**src/rtl/pfq_pkg.sv**
```systemverilog
// rtl/pfq_pkg.sv - shared state encodings and defaults for the prefetch queue
package pfq_pkg;

    localparam int PFQ_ADDR_SIZE = 32;
    localparam int PFQ_QBYTES    = 8;

    localparam logic [1:0] F_IDLE = 2'd0;
    localparam logic [1:0] F_REQ  = 2'd1;
    localparam logic [1:0] F_DROP = 2'd2;

    localparam logic S_WAIT = 1'b0;
    localparam logic S_HOLD = 1'b1;

    // A fetch starting mid-word only yields the bytes from the offset up to the word end.
    function automatic logic [2:0] push_bytes(input logic [1:0] offset);
        return 3'd4 - {1'b0, offset};
    endfunction

endpackage

```
**src/rtl/pfq_byte_fifo.sv**
```systemverilog
// rtl/pfq_byte_fifo.sv - circular byte store taking 1-4 byte pushes and single-byte pops
module pfq_byte_fifo
    import pfq_pkg::*;
#(
    parameter int QBYTES = PFQ_QBYTES
) (
    input  logic                      clk,
    input  logic                      reset,
    input  logic                      flush,
    input  logic [2:0]                push_n,
    input  logic [31:0]               push_data,
    input  logic                      pop,
    output logic [7:0]                head,
    output logic [$clog2(QBYTES):0]   count
);

    localparam int PW = $clog2(QBYTES);
    localparam int CW = PW + 1;

    logic [7:0]    mem [QBYTES];
    logic [PW-1:0] wr_ptr;
    logic [PW-1:0] rd_ptr;

    assign head = mem[rd_ptr];

    always_ff @(posedge clk) begin
        if (!flush) begin
            for (int i = 0; i < 4; i++) begin
                if (3'(i) < push_n) begin
                    mem[wr_ptr + PW'(i)] <= push_data[8*i +: 8];
                end
            end
        end
    end

    // A pop on an empty store is legal when a push lands in the same cycle;
    // the caller takes that byte straight from push_data.
    always_ff @(posedge clk or posedge reset) begin
        if (reset) begin
            wr_ptr <= '0;
            rd_ptr <= '0;
            count  <= '0;
        end else if (flush) begin
            wr_ptr <= '0;
            rd_ptr <= '0;
            count  <= '0;
        end else begin
            wr_ptr <= wr_ptr + PW'(push_n);
            rd_ptr <= rd_ptr + PW'(pop);
            count  <= count + CW'(push_n) - CW'(pop);
        end
    end

endmodule

```
**src/rtl/prefetch_queue.sv**
```systemverilog
// rtl/prefetch_queue.sv - byte prefetch queue between a decoder and word memory; PREFETCH_QUEUE_STATS_EN adds hit/flush counters
module prefetch_queue
    import pfq_pkg::*;
#(
    parameter int ADDR_SIZE = PFQ_ADDR_SIZE,
    parameter int QBYTES    = PFQ_QBYTES
) (
    input  logic                 clk,
    input  logic                 reset,
    input  logic                 strb,
    input  logic [ADDR_SIZE-1:0] addr,
    output logic                 mfc,
    output logic [7:0]           data,
    output logic                 mem_req,
    output logic [ADDR_SIZE-1:0] mem_addr,
    input  logic                 mem_ack,
    input  logic [31:0]          mem_data
`ifdef PREFETCH_QUEUE_STATS_EN
    ,
    output logic [31:0]          hit_cnt,
    output logic [31:0]          flush_cnt
`endif
);

    localparam int CW = $clog2(QBYTES) + 1;

    logic [1:0]           fstate;
    logic                 sstate;
    logic [ADDR_SIZE-1:0] fetch_ptr;
    logic [ADDR_SIZE-1:0] qaddr;
    logic [ADDR_SIZE-1:0] req_addr;
    logic                 target_known;

    logic [CW-1:0]        count;
    logic [7:0]           fifo_head;
    logic                 flush;
    logic                 push_valid;
    logic [2:0]           push_n;
    logic [31:0]          push_data;
    logic                 serve;
    logic [7:0]           serve_byte;
    logic                 room;
    logic [ADDR_SIZE-1:0] next_word;

    // fetch_ptr always equals qaddr + count, so an empty queue's next byte is
    // the first byte of whatever word is being pushed.
    always_comb begin
        flush      = (sstate == S_WAIT) && strb && (!target_known || (addr != qaddr));
        push_valid = (fstate == F_REQ) && mem_ack && !flush;
        push_n     = push_valid ? push_bytes(fetch_ptr[1:0]) : 3'd0;
        push_data  = mem_data >> {fetch_ptr[1:0], 3'b000};
        serve      = (sstate == S_WAIT) && strb && target_known && (addr == qaddr)
                     && ((count != '0) || push_valid);
        serve_byte = (count != '0) ? fifo_head : push_data[7:0];
        room       = (count <= CW'(QBYTES - 4));
        next_word  = {fetch_ptr[ADDR_SIZE-1:2] + 1'b1, 2'b00};
    end

    assign mem_req  = (fstate != F_IDLE);
    assign mem_addr = req_addr;

    pfq_byte_fifo #(
        .QBYTES (QBYTES)
    ) u_fifo (
        .clk       (clk),
        .reset     (reset),
        .flush     (flush),
        .push_n    (push_n),
        .push_data (push_data),
        .pop       (serve),
        .head      (fifo_head),
        .count     (count)
    );

    // An in-flight memory word is never abandoned: a jump during F_REQ waits
    // in F_DROP for the ack and throws that word away.
    always_ff @(posedge clk or posedge reset) begin
        if (reset) begin
            fstate       <= F_IDLE;
            req_addr     <= '0;
            fetch_ptr    <= '0;
            target_known <= 1'b0;
        end else begin
            if (flush) begin
                fetch_ptr    <= addr;
                target_known <= 1'b1;
            end else if (push_valid) begin
                fetch_ptr <= next_word;
            end

            case (fstate)
                F_IDLE: begin
                    if (flush) begin
                        fstate   <= F_REQ;
                        req_addr <= {addr[ADDR_SIZE-1:2], 2'b00};
                    end else if (target_known && room) begin
                        fstate   <= F_REQ;
                        req_addr <= {fetch_ptr[ADDR_SIZE-1:2], 2'b00};
                    end
                end
                F_REQ: begin
                    if (mem_ack) begin
                        fstate <= F_IDLE;
                    end else if (flush) begin
                        fstate <= F_DROP;
                    end
                end
                F_DROP: begin
                    if (mem_ack) begin
                        fstate <= F_IDLE;
                    end
                end
                default: fstate <= F_IDLE;
            endcase
        end
    end

    always_ff @(posedge clk or posedge reset) begin
        if (reset) begin
            sstate <= S_WAIT;
            qaddr  <= '0;
            mfc    <= 1'b0;
            data   <= 8'h00;
        end else begin
            case (sstate)
                S_WAIT: begin
                    if (flush) begin
                        qaddr <= addr;
                    end else if (serve) begin
                        data   <= serve_byte;
                        qaddr  <= qaddr + 1'b1;
                        mfc    <= 1'b1;
                        sstate <= S_HOLD;
                    end
                end
                S_HOLD: begin
                    if (!strb) begin
                        mfc    <= 1'b0;
                        sstate <= S_WAIT;
                    end
                end
                default: sstate <= S_WAIT;
            endcase
        end
    end

`ifdef PREFETCH_QUEUE_STATS_EN
    logic flushed_req;

    // A request that had to flush is served later but does not count as a hit.
    always_ff @(posedge clk or posedge reset) begin
        if (reset) begin
            hit_cnt     <= '0;
            flush_cnt   <= '0;
            flushed_req <= 1'b0;
        end else begin
            if (flush) begin
                flushed_req <= 1'b1;
                if (flush_cnt != 32'hFFFF_FFFF) begin
                    flush_cnt <= flush_cnt + 1'b1;
                end
            end else if (serve) begin
                flushed_req <= 1'b0;
                if (!flushed_req && (hit_cnt != 32'hFFFF_FFFF)) begin
                    hit_cnt <= hit_cnt + 1'b1;
                end
            end
        end
    end
`endif

endmodule

```
**config.mk**
```make
export PLATFORM = sky130hd
export DESIGN_NAME = prefetch_queue
export DESIGN_NICKNAME = d
export VERILOG_FILES = /design/src/rtl/pfq_pkg.sv /design/src/rtl/pfq_byte_fifo.sv /design/src/rtl/prefetch_queue.sv
export SDC_FILE = /design/constraint.sdc
export NUM_CORES = 1
export LEC_CHECK = 0
export BUFFER_PORTS_ARGS = -buffer_cell sky130_fd_sc_hd__buf_4
export CAP_MARGIN = 20
export CORE_MARGIN = 3
export CORE_UTILIZATION = 45
export CTS_CLUSTER_SIZE = 30
export DETAILED_ROUTE_END_ITERATION = 12
export GPL_TIMING_DRIVEN = 0
export PLACE_DENSITY = 0.61
export SETUP_SLACK_MARGIN = 0.3
export SYNTH_ARGS = -nofsm -noshare
export SYNTH_HDL_FRONTEND = slang
export SYNTH_SLANG_ARGS = --single-unit
export TNS_END_PERCENT = 20
```
**constraint.sdc**
```tcl
create_clock -name clk -period 5.3 [get_ports clk]
set_clock_uncertainty 0.2 [all_clocks]
set_input_delay 0.53 -clock clk [delete_from_list [all_inputs] [get_ports clk]]
set_output_delay 0.53 -clock clk [all_outputs]
set_load 0.05 [all_outputs]
```
== Yosys cells after proc, flatten, opt, wreduce, memory -nomap -nowiden ==
Memories as Yosys holds them, arrays and structs flattened.
Index checks and enable logic that the tools add are counted.

* Register bits after elaboration: 119
* Latch bits: 0
* RAM bits: 64
* ROM bits: 0
* Input bits: 68
* Output and inout bits: 42
* Word-level logic and storage cells: 100
* Memories kept: 1

* Add/sub/neg operators: 10
* $mul: 0
* Div/mod/pow operators: 0
* $lt $le $gt $ge: 5
* Eq/ne operators: 10
* Shift operators: 1
* Mux-type cells: 37
* Bitwise logic cells: 2
* Reduce and logical (&&, ||, !) cells: 23

{| class="wikitable"
|+ Memory list
! memory !! words !! bits a word !! rd ports !! clocked after Yosys merged registers in !! write ports !! line !! source
|-
| u_fifo.mem || 8 || 8 || 1 || 0 || 4 || pfq_byte_fifo.sv:20 || <nowiki>logic [7:0] mem [QBYTES];</nowiki>
|}

{| class="wikitable"
|+ Operators with widths
! operator !! count
|-
| 2-to-1 mux 32 bit || 6
|-
| adder 32 x 1 -> 32 bit, second input constant || 1
|-
| equality test 32 bit || 1
|-
| != test 32 bit || 1
|-
| right shift 32 x 5 -> 32 bit || 1
|-
| adder 30 x 1 -> 30 bit, second input constant || 1
|-
| 2-to-1 mux 1 bit || 18
|-
| 2-to-1 mux 2 bit || 5
|-
| 2-to-1 mux 3 bit || 3
|-
| AND reduction 3 bit || 3
|-
| logical AND 1 bit || 8
|-
| 2-to-1 mux 8 bit || 1
|-
| nonzero test 2 bit || 4
|-
| adder 3 x 2 -> 3 bit, second input constant || 2
|-
| less-than comparator 1 x 3 -> 1 bit, first input constant || 2
|-
| less-than comparator 2 x 3 -> 1 bit, first input constant || 2
|-
| != test 2 bit, second input constant || 3
|-
| != test 3 x 2 -> 1 bit, second input constant || 2
|-
| case mux 2 bit (3 select lines) || 1
|-
| adder 4 x 3 -> 4 bit || 1
|-
| less-or-equal comparator 4 x 3 -> 1 bit, second input constant || 1
|-
| 2-to-1 mux 4 bit || 1
|-
| case mux 1 bit (2 select lines) || 2
|-
| AND reduction 2 bit || 2
|-
| 13 further kinds || 16
|}

== Longest topological paths before layout ==
* Depth in word-level cells: 10
* Depth in mapped cells: 16
* Mapped depth without buffers: 13

== Hierarchy ==
A second synthesis with hierarchy kept.

* Cell total of the unflattened synthesis: 1260
* Area, all modules: 11976.5 um^2

{| class="wikitable"
|+ Modules (own cells, without submodules)
! module !! times used !! cells an instance !! area each (um^2) !! sequential area each (um^2)
|-
| prefetch_queue || 1 || 733 || 6795.3 || 2677.6
|-
| pfq_byte_fifo || 1 || 527 || 5181.2 || 2172.1
|}

== Worst setup path before layout ==
No wires, ideal clock.

* Path type: reg-to-reg
* Start: register fetch_ptr[1]
* End: memory u_fifo.mem[0][0], enable pin
* Setup time: 0.337 ns
* Data arrival time: 2.964 ns
* Required time: 4.763 ns
* Setup slack: 1.800 ns
* Stages on the path, launching flop included: 13
* Buffers on the path: 4
* Clock period less this slack: 3.500 ns
* Cell sequence: dfrtp_1 clkbuf_1 buf_1 clkbuf_1 inv_1 ha_1 a21oi_1 nor2_1 nand2_1 a21oi_2 or2_2 clkbuf_1 a311o_1

{| class="wikitable"
|+ RTL lines
! item !! line !! source
|-
| start, declared || prefetch_queue.sv:29 || <nowiki>logic [ADDR_SIZE-1:0] fetch_ptr;</nowiki>
|-
| start signal, assigned || prefetch_queue.sv:85 || <nowiki>fetch_ptr <= addr;</nowiki>
|-
| start signal, assigned || prefetch_queue.sv:88 || <nowiki>fetch_ptr <= next_word;</nowiki>
|-
| end, declared || pfq_byte_fifo.sv:20 ||
|}

== Worst setup path after layout ==
* Start: register qaddr[16]
* End: register u_fifo.wr_ptr[2]

* Longest elaborated chain between the ends: 8

{| class="wikitable"
|+ RTL lines
! item !! line !! source
|-
| start, declared || prefetch_queue.sv:30 || <nowiki>logic [ADDR_SIZE-1:0] qaddr;</nowiki>
|-
| start signal, assigned || prefetch_queue.sv:128 || <nowiki>qaddr <= addr;</nowiki>
|-
| start signal, assigned || prefetch_queue.sv:131 || <nowiki>qaddr <= qaddr + 1'b1;</nowiki>
|-
| != test 32 bit (*) || prefetch_queue.sv:48 || <nowiki>flush = (sstate == S_WAIT) && strb && (!target_known || (addr != qaddr));</nowiki>
|-
| logical OR 1 bit (*) || prefetch_queue.sv:48 ||
|-
| logical AND 1 bit (*) || prefetch_queue.sv:48 ||
|-
| zero test 1 bit || -- ||
|-
| logical AND 1 bit || prefetch_queue.sv:49 || <nowiki>push_valid = (fstate == F_REQ) && mem_ack && !flush;</nowiki>
|-
| 2-to-1 mux 3 bit || prefetch_queue.sv:50 || <nowiki>push_n = push_valid ? push_bytes(fetch_ptr[1:0]) : 3'd0;</nowiki>
|-
| adder 3 bit || pfq_byte_fifo.sv:48 || <nowiki>wr_ptr <= wr_ptr + PW'(push_n);</nowiki>
|-
| 2-to-1 mux 3 bit (*) || pfq_byte_fifo.sv:43 || <nowiki>end else if (flush) begin</nowiki>
|-
| end signal, assigned || pfq_byte_fifo.sv:48 ||
|-
| end, declared || pfq_byte_fifo.sv:21 || <nowiki>logic [PW-1:0] wr_ptr;</nowiki>
|}

Mark *: on every way between the ends. The rest lies on a longest branch, timed or not.
A chain may end at the register's enable or synchronous reset.

==> results.txt <==
The flow ran to the end, and the final reports show no timing, DRC or antenna violations. The terminating pin of the worst hold path is fstate[1]$_DFFE_PP0P_. The tools report the count of cell types in the netlist as 65. The tools report the cell chosen for the clock root as clkbuf_16. The via density per instance was 5.93. The startpoint identified for the worst register-to-register timing path is qaddr[16]$_DFFE_PP0P_.

After legalization and detailed placement, the total HPWL measured 26.5 mm. The site row count came out at 58. The via count of the first global-routing pass was 9221. Setup repair after global routing left no endpoint under its margin. In the routed design, unresolved DRC markers number 0.

Power density normalized to cell area: 370 nW/um^2. The area growth from synthesis to layout is 16.0%, and the final-report setup violation count is 0. The sequential share of the synthesized area was 0.414. Clock tree synthesis found a total of 181 sinks. After global routing the overflow that remains totals 0. For the headroom to the max-slew limit, the log shows 0.350. In this run, CTS created clock tree buffers numbering 17.

The global-route wire length before repair came out at 54.1 mm. 0 antenna diodes ended up in the layout. The first detailed-routing pass ran for 5 iterations. The tools report the final-report max-slew violation count as 0. Kind of end point of the critical path: a flop. The fmax is 221 MHz, and the mean cell area of the mapped netlist is 10.0 sq um. For the number of buffers between clock root and the deepest sink, the log shows 2. For the netlist area before placement, the log shows 11700 sq um. The Yosys step of the flow raised 0 warnings. The flip-flop and latch count after synthesis came out at 181. In this run the vertical extent of the chip is 167 um. The placement-stage cell area was 13000 sq um; the time the final worst path needs with I/O delays and setup was 4.52 ns.

Adding up every negative setup slack in the final design gives 0 ns. The path type of the worst setup path was reg2reg. For this design the top-level I/O count stands at 110. The detail route stage leaves a number of antenna-violating nets equal to 0. The share of layout cells above drive strength 1 was 0.215; the horizontal extent of the die was 167 um. After the first detailed-routing iteration, the DRC count stood at 894. Class of the tightest hold or removal check: in2reg. Entering global routing, the biggest net connects 62 pins. In the final layout, the multi-input gates occupy 6350 sq um.

In this run the critical register-to-register path is captured at u_fifo.wr_ptr[2]$_DFF_PP0_. The final weighted congestion in routability-driven placement is 0.981, and the effective utilization at floorplan is 0.461. The kind of start point of the critical path was a flop. TritonCTS built the clock tree. The startpoint identified for the worst hold timing path is mem_ack.

The initial antenna violation count is 0, and the average wire length per cell after detail routing is 20.9 um. The number of resized instances in the post-cts repair step is 0, and the period utilization is 0.854. For this block, the via count after detailed routing is 9722. The maximum fanout along the worst path is 10.

In the layout the commonest cells are 117 x buf_4, 117 x dfrtp_1, 93 x o21ai_0. In this run the register-to-register setup slack is 0.78 ns. After clock tree synthesis, the clock-pin slew on the worst setup and hold paths is 0.07 ns. The transition time at the pin with the least slew margin is 0.975 ns, and the total length of routed wires is 34.3 mm.

Measured in cells, the most critical reg-to-reg path has a length of 15. Summing all flip-flop and latch instances after layout gives 4850 sq um. The most used flip-flop cell after synthesis is dfrtp_1. The run gives 0.359 mV as the largest voltage drop on the vdd net.

For the worst setup path, the data arrival time is 4.61 ns. Area inside the core boundary: 25400 sq um. Once layout is done, the placed cells without fillers occupy 13600 sq um.

The share of flip-flops with an asynchronous set or reset after synthesis was 0.646; the total of buffers placed on input and output ports was 107. The cell leakage power was 0.00515 uW; the hold violation total from the final report was 0. CTS built an H-tree with a depth of 4. The tools report the clock network latency to the later pin of the worst-skew pair as 0.44 ns. The post-synthesis cell count was 1166; the number of cells on the worst hold path was 2.

The run gives 0 as the number of max-cap violations. The layout filler cell count is 2352. The run gives 0.242 as the total routing usage reported by global routing. The synthesized design contains 64 enable-type register cells. The logs give 1382 for the number of nets in the layout and 5.39 ns for the required time at the endpoint of the critical path. The area of the die was 28000 sq um.
flip-flops by register name, indices dropped and copies added (netlist names), 2 cells and up:
name           cells
qaddr             32
u_fifo.rd_ptr      3
fetch_ptr         32
u_fifo.wr_ptr      3
u_fifo.mem        64
u_fifo.count       4
data               8
mem_addr          30
fstate             2
timing repair:
action | CTS | global route
hold endpoints to repair | 11 | 0
endpoints found under the setup margin | 0 | 0
setup buffers | 0 | 0
hold buffers | 1 | 0
worst max-delay path by stage:
stage | to | from | slack [ns] | cells after the start
2_1_floorplan | data[0]$_DFFE_PP0P_ | reset | 1.47 | 1
3_3_place_gp | mem_addr[5]$_DFFE_PP0P_ | reset | -0.22 | 2
3_5_place_dp | u_fifo.wr_ptr[2]$_DFF_PP0_ | addr[16] | 0.67 | 16
4_1_cts | u_fifo.mem[6][2]$_DFFE_PP_ | fetch_ptr[1]$_DFFE_PP0P_ | 0.83 | 12
5_1_grt | u_fifo.mem[4][0]$_DFFE_PP_ | fetch_ptr[1]$_DFFE_PP0P_ | 0.40 | 12
6_report | u_fifo.wr_ptr[2]$_DFF_PP0_ | qaddr[16]$_DFFE_PP0P_ | 0.78 | 15
final cells by class:
type | count | area share
multi-input combinational | 868 | 0.467
timing repair buffer | 112 | 0.0632
clock inverter | 12 | 0.0102
buffer | 81 | 0.0277
clock buffer | 19 | 0.0334
sequential | 181 | 0.357
inverter | 37 | 0.0106
tap | 330 | 0.0304
worst max-delay path: stages (launching register included):
cell	delay (ns)
dfrtp_1	0.45
xnor2_1	0.32
nand4_1	0.22
nor3_1	0.51
and4_1	0.27
buf_4	0.17
nor2_2	0.10
buf_2	0.26
buf_1	0.44
nor3_1	0.44
ha_1	0.21
inv_1	0.05
fa_1	0.36
xor2_1	0.16
xnor2_1	0.15
nor2_1	0.06
layer usage:
| metal | vias up | track usage | share of wire |
|---|---|---|---|
| met5 | - | 0 | 0 |
| met4 | 0 | 0.0562 | 0.015 |
| met3 | 39 | 0.0432 | 0.073 |
| met2 | 388 | 0.351 | 0.43 |
| met1 | 4704 | 0.378 | 0.49 |
| li1 | 4591 | - | - |
per-stage QoR:
stage / power, uW / hold slack, ns / utilization / setup slack, ns / instances
finish: 5030 / 0.0685 / 0.535 / 0.775 / 1640
global placement: 3680 / 0.266 / 0.509 / -0.221 / 1604
CTS: 5030 / 0.0569 / 0.535 / 0.829 / 1640
global route: 5260 / 0.0639 / 0.535 / 0.397 / 1640
floorplan: 3150 / 0.257 / - / 1.47 / 1167
detailed placement: 3730 / 0.271 / 0.511 / 0.669 / 1608
kinds of logic after synthesis:
kind of cell               count (synthesis)  synth area share
muxes                                    157             0.157
and+or+nand+nor                          313             0.142
buffers and inverters                    118            0.0440
DFF                                      181             0.414
xor gates and xnor gates                  71            0.0531
other                                      1          0.000320
AOI/OAI and AO/OA                        309             0.171
adders and majority gates                 16            0.0184
cell usage after synthesis (13+ instances only):
master	n	area [sq um]
dfrtp_1	117	2930
o21ai_0	93	465
mux2i_1	88	881
nand2_1	77	289
a22oi_1	66	495
edfxtp_1	64	1920
nor2_1	60	225
mux2_2	53	597
xnor2_1	48	420
nand3_1	40	200
inv_1	36	135
clkbuf_1	33	124
a21oi_1	32	160
o21ai_1	24	120
xor2_1	23	201
nand4_1	21	131
buf_2	19	95.1
buf_1	18	67.6
a21oi_2	17	149
mux4_2	16	360
and2_1	15	93.8
ha_1	14	175
a211oi_1	13	97.6
and3_1	13	81.3
nor3_1	13	65.1
or3_1	13	81.3
report_power, final:
part | internal (uW) | switching (uW) | total, uW
combinational | 669 | 1200 | 1870
sequential | 1700 | 142 | 1840
clock | 730 | 588 | 1320
(Power assumes the default switching activity.)
